===== src/rtl/pipeline_regfile_if.sv =====
// Write-back / decode / debug port bundle for the architectural register file.
// The master side belongs to the pipeline (WB commits and ID reads).
// The slave side belongs to the register file.
interface pipeline_regfile_if #(
    parameter int XLEN    = 32,
    parameter int REG_NUM = 32,
    parameter int AW      = $clog2(REG_NUM)
);
    logic            RegWrite_WB;
    logic [AW-1:0]   rd_addr_WB;
    logic [XLEN-1:0] rd_data_WB;
    logic [AW-1:0]   rs1_addr_ID;
    logic [AW-1:0]   rs2_addr_ID;
    logic [XLEN-1:0] rs1_data_ID;
    logic [XLEN-1:0] rs2_data_ID;
    logic [AW-1:0]   dbg_addr;
    logic [XLEN-1:0] dbg_data;
    logic [31:0]     wr_count;

    modport master (
        output RegWrite_WB, rd_addr_WB, rd_data_WB,
        output rs1_addr_ID, rs2_addr_ID, dbg_addr,
        input  rs1_data_ID, rs2_data_ID, dbg_data, wr_count
    );

    modport slave (
        input  RegWrite_WB, rd_addr_WB, rd_data_WB,
        input  rs1_addr_ID, rs2_addr_ID, dbg_addr,
        output rs1_data_ID, rs2_data_ID, dbg_data, wr_count
    );
endinterface


===== src/rtl/pipeline_regfile.sv =====
// Architectural integer register file.
// - x0 is hardwired to zero and has no storage.
// - WB commits on the rising clock edge.
// - ID gets two combinational read ports, and there is one debug read port.
// - wr_count counts committed writes and wraps modulo 2^32.
// Optional feature: define REGFILE_WB_BYPASS_EN to forward the write-back data
// straight to the ID read ports when a same-cycle commit targets the register
// being read. The debug port never uses the bypass.
module pipeline_regfile #(
    parameter int XLEN    = 32,
    parameter int REG_NUM = 32
) (
    input logic                 clk,
    input logic                 rst,
    pipeline_regfile_if.slave   bus
);
    localparam int AW = $clog2(REG_NUM);

    logic [XLEN-1:0] regs [1:REG_NUM-1];
    logic [31:0]     wr_count_q;
    logic            commit;

    // Indices at or above REG_NUM only exist when REG_NUM is not a power of two.
    function automatic logic in_range(input logic [AW-1:0] a);
        return 32'(a) < REG_NUM;
    endfunction

    // Stored value as seen by a read port: zero for x0 and for unmapped indices.
    function automatic logic [XLEN-1:0] stored(input logic [AW-1:0] a);
        logic [XLEN-1:0] v;
        v = '0;
        if (a != '0 && in_range(a)) begin
            v = regs[a];
        end
        return v;
    endfunction

    // A write only takes effect for a real, mapped, nonzero register outside reset.
    always_comb begin
        commit = !rst && bus.RegWrite_WB && bus.rd_addr_WB != '0 && in_range(bus.rd_addr_WB);
    end

    // Storage and write counter.
    // Reset wins over a simultaneous commit.
    always_ff @(posedge clk) begin
        if (rst) begin
            for (int i = 1; i < REG_NUM; i++) begin
                regs[i] <= '0;
            end
            wr_count_q <= '0;
        end else if (commit) begin
            regs[bus.rd_addr_WB] <= bus.rd_data_WB;
            wr_count_q           <= wr_count_q + 32'd1;
        end
    end

    // ID read ports.
    // With the bypass enabled, an in-flight commit to the same register is
    // forwarded. commit already excludes x0, unmapped indices and reset.
    always_comb begin
        bus.rs1_data_ID = stored(bus.rs1_addr_ID);
        bus.rs2_data_ID = stored(bus.rs2_addr_ID);
`ifdef REGFILE_WB_BYPASS_EN
        if (commit && bus.rs1_addr_ID == bus.rd_addr_WB) begin
            bus.rs1_data_ID = bus.rd_data_WB;
        end
        if (commit && bus.rs2_addr_ID == bus.rd_addr_WB) begin
            bus.rs2_data_ID = bus.rd_data_WB;
        end
`else
        // Without the bypass a same-cycle read returns the old value.
        // The hazard unit inserts the stall.
`endif
    end

    // Debug port and counter always reflect committed storage only.
    always_comb begin
        bus.dbg_data = stored(bus.dbg_addr);
        bus.wr_count = wr_count_q;
    end
endmodule


===== src/flat_wrapper.sv =====
// flat-port wrapper written by rule: the top's interface ports become plain ports
module pipeline_regfile_flat 
#(
    parameter int XLEN    = 32,
    parameter int REG_NUM = 32
)
  (clk, rst, bus_RegWrite_WB, bus_rd_addr_WB, bus_rd_data_WB, bus_rs1_addr_ID, bus_rs2_addr_ID, bus_dbg_addr, bus_rs1_data_ID, bus_rs2_data_ID, bus_dbg_data, bus_wr_count);
  pipeline_regfile_if #(.XLEN(XLEN), .REG_NUM(REG_NUM)) bus_i ();
  input logic clk;
  input logic rst;
  input wire logic [$bits(bus_i.RegWrite_WB)-1:0] bus_RegWrite_WB;
  input wire logic [$bits(bus_i.rd_addr_WB)-1:0] bus_rd_addr_WB;
  input wire logic [$bits(bus_i.rd_data_WB)-1:0] bus_rd_data_WB;
  input wire logic [$bits(bus_i.rs1_addr_ID)-1:0] bus_rs1_addr_ID;
  input wire logic [$bits(bus_i.rs2_addr_ID)-1:0] bus_rs2_addr_ID;
  input wire logic [$bits(bus_i.dbg_addr)-1:0] bus_dbg_addr;
  output wire logic [$bits(bus_i.rs1_data_ID)-1:0] bus_rs1_data_ID;
  output wire logic [$bits(bus_i.rs2_data_ID)-1:0] bus_rs2_data_ID;
  output wire logic [$bits(bus_i.dbg_data)-1:0] bus_dbg_data;
  output wire logic [$bits(bus_i.wr_count)-1:0] bus_wr_count;
  assign bus_i.RegWrite_WB = bus_RegWrite_WB;
  assign bus_i.rd_addr_WB = bus_rd_addr_WB;
  assign bus_i.rd_data_WB = bus_rd_data_WB;
  assign bus_i.rs1_addr_ID = bus_rs1_addr_ID;
  assign bus_i.rs2_addr_ID = bus_rs2_addr_ID;
  assign bus_i.dbg_addr = bus_dbg_addr;
  assign bus_rs1_data_ID = bus_i.rs1_data_ID;
  assign bus_rs2_data_ID = bus_i.rs2_data_ID;
  assign bus_dbg_data = bus_i.dbg_data;
  assign bus_wr_count = bus_i.wr_count;
  pipeline_regfile #(.XLEN(XLEN), .REG_NUM(REG_NUM)) u_core (.clk(clk), .rst(rst), .bus(bus_i));
endmodule

===== config.mk =====
export PLATFORM = sky130hd
export DESIGN_NAME = pipeline_regfile_flat
export DESIGN_NICKNAME = d
export VERILOG_FILES = /design/src/rtl/pipeline_regfile_if.sv /design/src/rtl/pipeline_regfile.sv /design/src/flat_wrapper.sv
export SDC_FILE = /design/constraint.sdc
export NUM_CORES = 2
export LEC_CHECK = 0
export ABC_AREA = 1
export CAP_MARGIN = 40
export CORE_AREA = 2 2 481 483
export CTS_CLUSTER_SIZE = 8
export DETAILED_ROUTE_END_ITERATION = 8
export DIE_AREA = 0 0 483 485
export PLACE_DENSITY = 0.56
export SKIP_CTS_REPAIR_TIMING = 1
export SLEW_MARGIN = 20
export SYNTH_ARGS = -nofsm -noshare
export SYNTH_HDL_FRONTEND = slang
export SYNTH_SLANG_ARGS = --single-unit

===== constraint.sdc =====
create_clock -name clk -period 2.9 [get_ports clk]
set_clock_uncertainty 0.15 [all_clocks]
set_input_delay 0.435 -clock clk [delete_from_list [all_inputs] [get_ports clk]]
set_output_delay 0.435 -clock clk [all_outputs]
set_load 0.1 [all_outputs]

=== Yosys cells after proc, flatten, opt, wreduce, memory -nomap -nowiden ===
Memories as Yosys holds them, arrays and structs flattened.
Cells that the tools add are included.

* Memories: 1
* Register bits after elaboration: 32
* Memory bits (writable): 992
* Output and inout port bits: 128

* $add $sub $neg: 1
* Mux-type cells: 11
* Reductions and logical operators: 8

{| class="wikitable"
|+ Memories
! name !! depth !! width !! rd ports !! clocked after memory_dff !! wr ports !! line !! source
|-
| u_core.regs || 31 || 32 || 3 || 0 || 31 || pipeline_regfile.sv:19 || <nowiki>logic [XLEN-1:0] regs [1:REG_NUM-1];</nowiki>
|}

{| class="wikitable"
|+ Operators with widths
! cell !! number
|-
| two-way mux 32 bit || 4
|-
| adder 32 x 1 -> 32 bit, second input constant || 1
|-
| OR reduction 32 bit || 1
|-
| nonzero test 5 bit || 4
|-
| two-way mux 1 bit || 6
|-
| two-way mux 5 bit || 1
|-
| logical AND 1 bit || 2
|-
| zero test 1 bit || 1
|}

=== Logic depth before layout (Yosys ltp) ===
* Depth in word-level cells: 8
* Mapped depth: 13

=== Worst setup path after synthesis ===
Ideal clock, no wire load.

* Path kind: input -> output
* From: in bus_dbg_addr[2]
* To: out bus_dbg_data[23]
* Arrival time: 2700 ps
* Setup slack: -385 ps
* Data required time: 2315 ps
* Stages: 10
* Buffers on the path: 3
* Cells stage by stage: buf_2 -> inv_2 -> buf_2 -> buf_1 -> nand3_1 -> nand2_1 -> nand2_1 -> nand3_1 -> nand2_1 -> nor2_1

* Word-level cells in the longest chain between the ends: 2
* Elaborated cells between the ends (all ways): 3
* Classes of those cells: mux (1); reduce/logical (1); memory (1)

{| class="wikitable"
|+ RTL lines
! element !! line !! source
|-
| start, declared || flat_wrapper.sv:16 || <nowiki>input wire logic [$bits(bus_i.dbg_addr)-1:0] bus_dbg_addr;</nowiki>
|-
| memory read (31 x 32 bit) / nonzero test 5 bit (equally long branches) || -- ||
|-
| two-way mux 32 bit * || pipeline_regfile.sv:32 || <nowiki>if (a != '0 && in_range(a)) begin</nowiki>
|-
| end, declared || flat_wrapper.sv:19 || <nowiki>output wire logic [$bits(bus_i.dbg_data)-1:0] bus_dbg_data;</nowiki>
|}

Every way passes the cells marked *; elsewhere a longest branch is shown, timed or not.

==> summary.txt <==
Clocking
  • Clk_lat worst skew: 0.82 ns
  • Cts bufs inserted: 153
  • TritonCTS clock tree: done
  • H-tree depth: 4
  • Worst-path clk slew: 0.05 ns
  • Clock Tree Buf Depth: 3
  • Sinks on Clock Net: 1056
  • Root buf cell: clkbuf_16

Synthesis
  • Post-synth top area cell: edfxtp_1
  • Cells after synthesis: 9853
  • Synth Flop Type: edfxtp_1
  • Post-synth top area share: 0.4486
  • Syn Area/Cell: 6.957 um2
  • Yosys warnings: 0
  • Number of distinct library cells after synthesis: 29
  • Post-synth ARST share: 0
  • Post-synth top cells: 3891 x nand2_1, 2158 x nand3_1, 1319 x nor2_1, 1024 x edfxtp_1, 452 x buf_2
  • Most common cell in the netlist: nand2_1
  • Register area share after synthesis: 0.4580
  • Area of the mapped netlist: 68540 um2
  • Number of synthesized flops with an enable pin: 1024
  • Cells taking the most area after synthesis: edfxtp_1 45%, nand2_1 21%, nand3_1 16%
  • Synth Register Bits: 1056

Run
  • Max cap viols: 0

Floorplanning
  • Site row count: 176
  • Core Region: 229000 um2
  • Full die area: 234300 um2
  • Die Y: 485 um
  • Die X: 483 um
  • IO Pins: 183
  • Initial Utilization: 0.2993

Routing
  • Iteration-0 DRC Markers: 13728
  • DRC violations left: 1
  • Final ANT Viol Nets: 0
  • DR WL/cell: 27.66 um
  • Vias: 77057
  • WL final: 363700 um
  • Drt pass-1 iters: 9
  • Vias per cell: 5.860

Placement
  • I/O Buffers: 182
  • Placer congestion estimate: 0.9755
  • Dpl hpwl: 227700 um
  • Post-Place Worst Slack: -0.1624 ns
  • Placed insts: 12910

Power
  • Comb pwr share: 0.242
  • Overall power: 46.73 mW
  • Clock network power share: 0.366
  • Max VDD drop: 0.0004165 V
  • Switching share of power: 0.3335
  • Pint: 31.15 mW
  • Leakage: 36.84 nW
  • Flop pwr share: 0.392
  • Switching power: 15.59 mW
  • Power density over the cells: 537.1 nW/um2

STA
  • Max_slew headroom: 0.5647
  • Period utilisation layout: 1.019
  • Final Max Slew Viols: 0
  • Final hold violations: 0
  • Final setup fails: 11
  • Period minus WS final: 2.956 ns
  • Final worst slack: -0.05552 ns
  • Slew @ Worst Pin: 0.6530 ns
  • Fmax: 0.3384 GHz
  • RSZ-0062 raised after global routing: yes

Layout
  • Finished Layout Cells: 13149
  • Fillcell total: 23175
  • Nets: 10138
  • Area grow syn2layout: 26.94%
  • Layout cells sized above 1: 0.1564

GRT
  • GRT overflow: 0
  • First-pass GRT wire length: 509500 um
  • Initial antenna violation count: 12
  • Global routing's busiest layer: met2
  • GRT Resource Usage Total: 0.2963
  • GR Util met1: 0.3744
  • Met2 Use GR: 0.4447
  • Largest net degree at the start of global routing: 70
  • GRT met3 Usage: 0.08680
  • Vias in the first global route: 71785

Critical path
  • CP arrival: 2.37 ns
  • Setup Crit Path Kind: flop to output port
  • Critical-path maximum fanout: 3
  • CP endpoint kind: output port
  • Startpoint types: flop
  • Required time of the worst setup path: 2.32 ns

Status
  • Outcome: finished, violations left
  • Failing checks: DRC, setup timing

Worst hold path
  • Min-delay worst type: primary input to flop
[metal layers]
layer,vias to the layer above,wire length (um)
met2,6546,155200
met1,36231,131600
li1,32872,-
met3,1404,51820
met5,-,27
met4,4,25040
[kinds of logic after synthesis]
family / Yosys count / synth area share
other: 1 / 0.00005471
XOR/XNOR: 4 / 0.0005112
adder cells (fa/ha/maj): 1 / 0.0001825
buffers and inverters: 1017 / 0.06557
flip-flops: 1056 / 0.4580
AND/OR/NAND/NOR: 7397 / 0.4456
AO/OA/AOI/OAI: 377 / 0.03017
[power groups by stage]
stage / Combinational [mW] / Clock [mW] / Sequential (mW)
CTS: 10.4 / 17.2 / 18.3
floorplan: 5.72 / 0 / 18.3
detailed placement: 10.4 / 0 / 18.6
global placement: 10.3 / 0 / 18.6
finish: 11.3 / 17.1 / 18.3
global route: 11.8 / 17.7 / 18.4
[metrics by stage]
stage / hold WS, ns / cell area (um2) / TNS, ns / util
after floorplan: 0.3541 / 68900 / 0 / -
after global placement: 0.3291 / 80180 / -1.140 / 0.3501
after detailed placement: 0.3419 / 80180 / -0.9947 / 0.3501
after CTS: 0.009522 / 84400 / -8.614 / 0.3685
after global routing: 0.04260 / 87010 / -2.304 / 0.3799
final: 0.05039 / 87010 / -0.2805 / 0.3799
[registers in the layout, summed over array words and instances, names as in the netlist]
| name | flops |
|---|---|
| u_core.bus.wr_count | 32 |
| u_core.regs | 1024 |
[worst paths after layout]
path                               start                       to  slack, ns  cells after the start
hold reg to reg   u_core.bus.wr_count[4]   u_core.bus.wr_count[4]       0.35                      2
setup reg to reg  u_core.bus.wr_count[2]  u_core.bus.wr_count[27]       0.86                      7
hold / removal        bus_rd_data_WB[26]       u_core.regs[0][26]       0.05                      1
setup / recovery      u_core.regs[21][6]       bus_rs2_data_ID[6]      -0.06                     10
[area by class of cell]
class | instances | area (um2) | area share
clock buffers | 181 | 4061 | 0.04668
well taps | 3026 | 3786 | 0.04351
inverters | 156 | 675.6 | 0.007765
flip-flops and latches | 1056 | 31390 | 0.3608
clock inverters | 13 | 163.9 | 0.001884
diodes | 2 | 5.005 | 0.00005752
multi-input cells | 7811 | 35090 | 0.4033
repair buffers | 904 | 11840 | 0.1360
[critical path, cell delays in order, from the launching register on]
cell,delay (ns)
edfxtp_1,0.37
nand2_1,0.07
nand3_1,0.08
nand3_1,0.08
nand2_1,0.13
nand2_1,0.14
nand3_1,0.10
nand2_1,0.08
nor2_4,0.18
buf_12,0.13
buf_16,0.16
[placed cells by master, fill, tap and decap left out, drive strengths merged, types with 18 or more instances in the layout]
master         Yosys  layout
conb               1      32
a21oi            189     189
o211ai            71      71
inv              154     157
nor2            1319    1319
dfxtp             32      32
o21ai            115     115
clkbuf           302     188
edfxtp          1024    1024
clkdlybuf4s50      0      39
nor3              18      18
nand2           3891    3891
buf              559     858
nand3           2158    2158
Note: power is estimated with default switching activity, not from simulation.
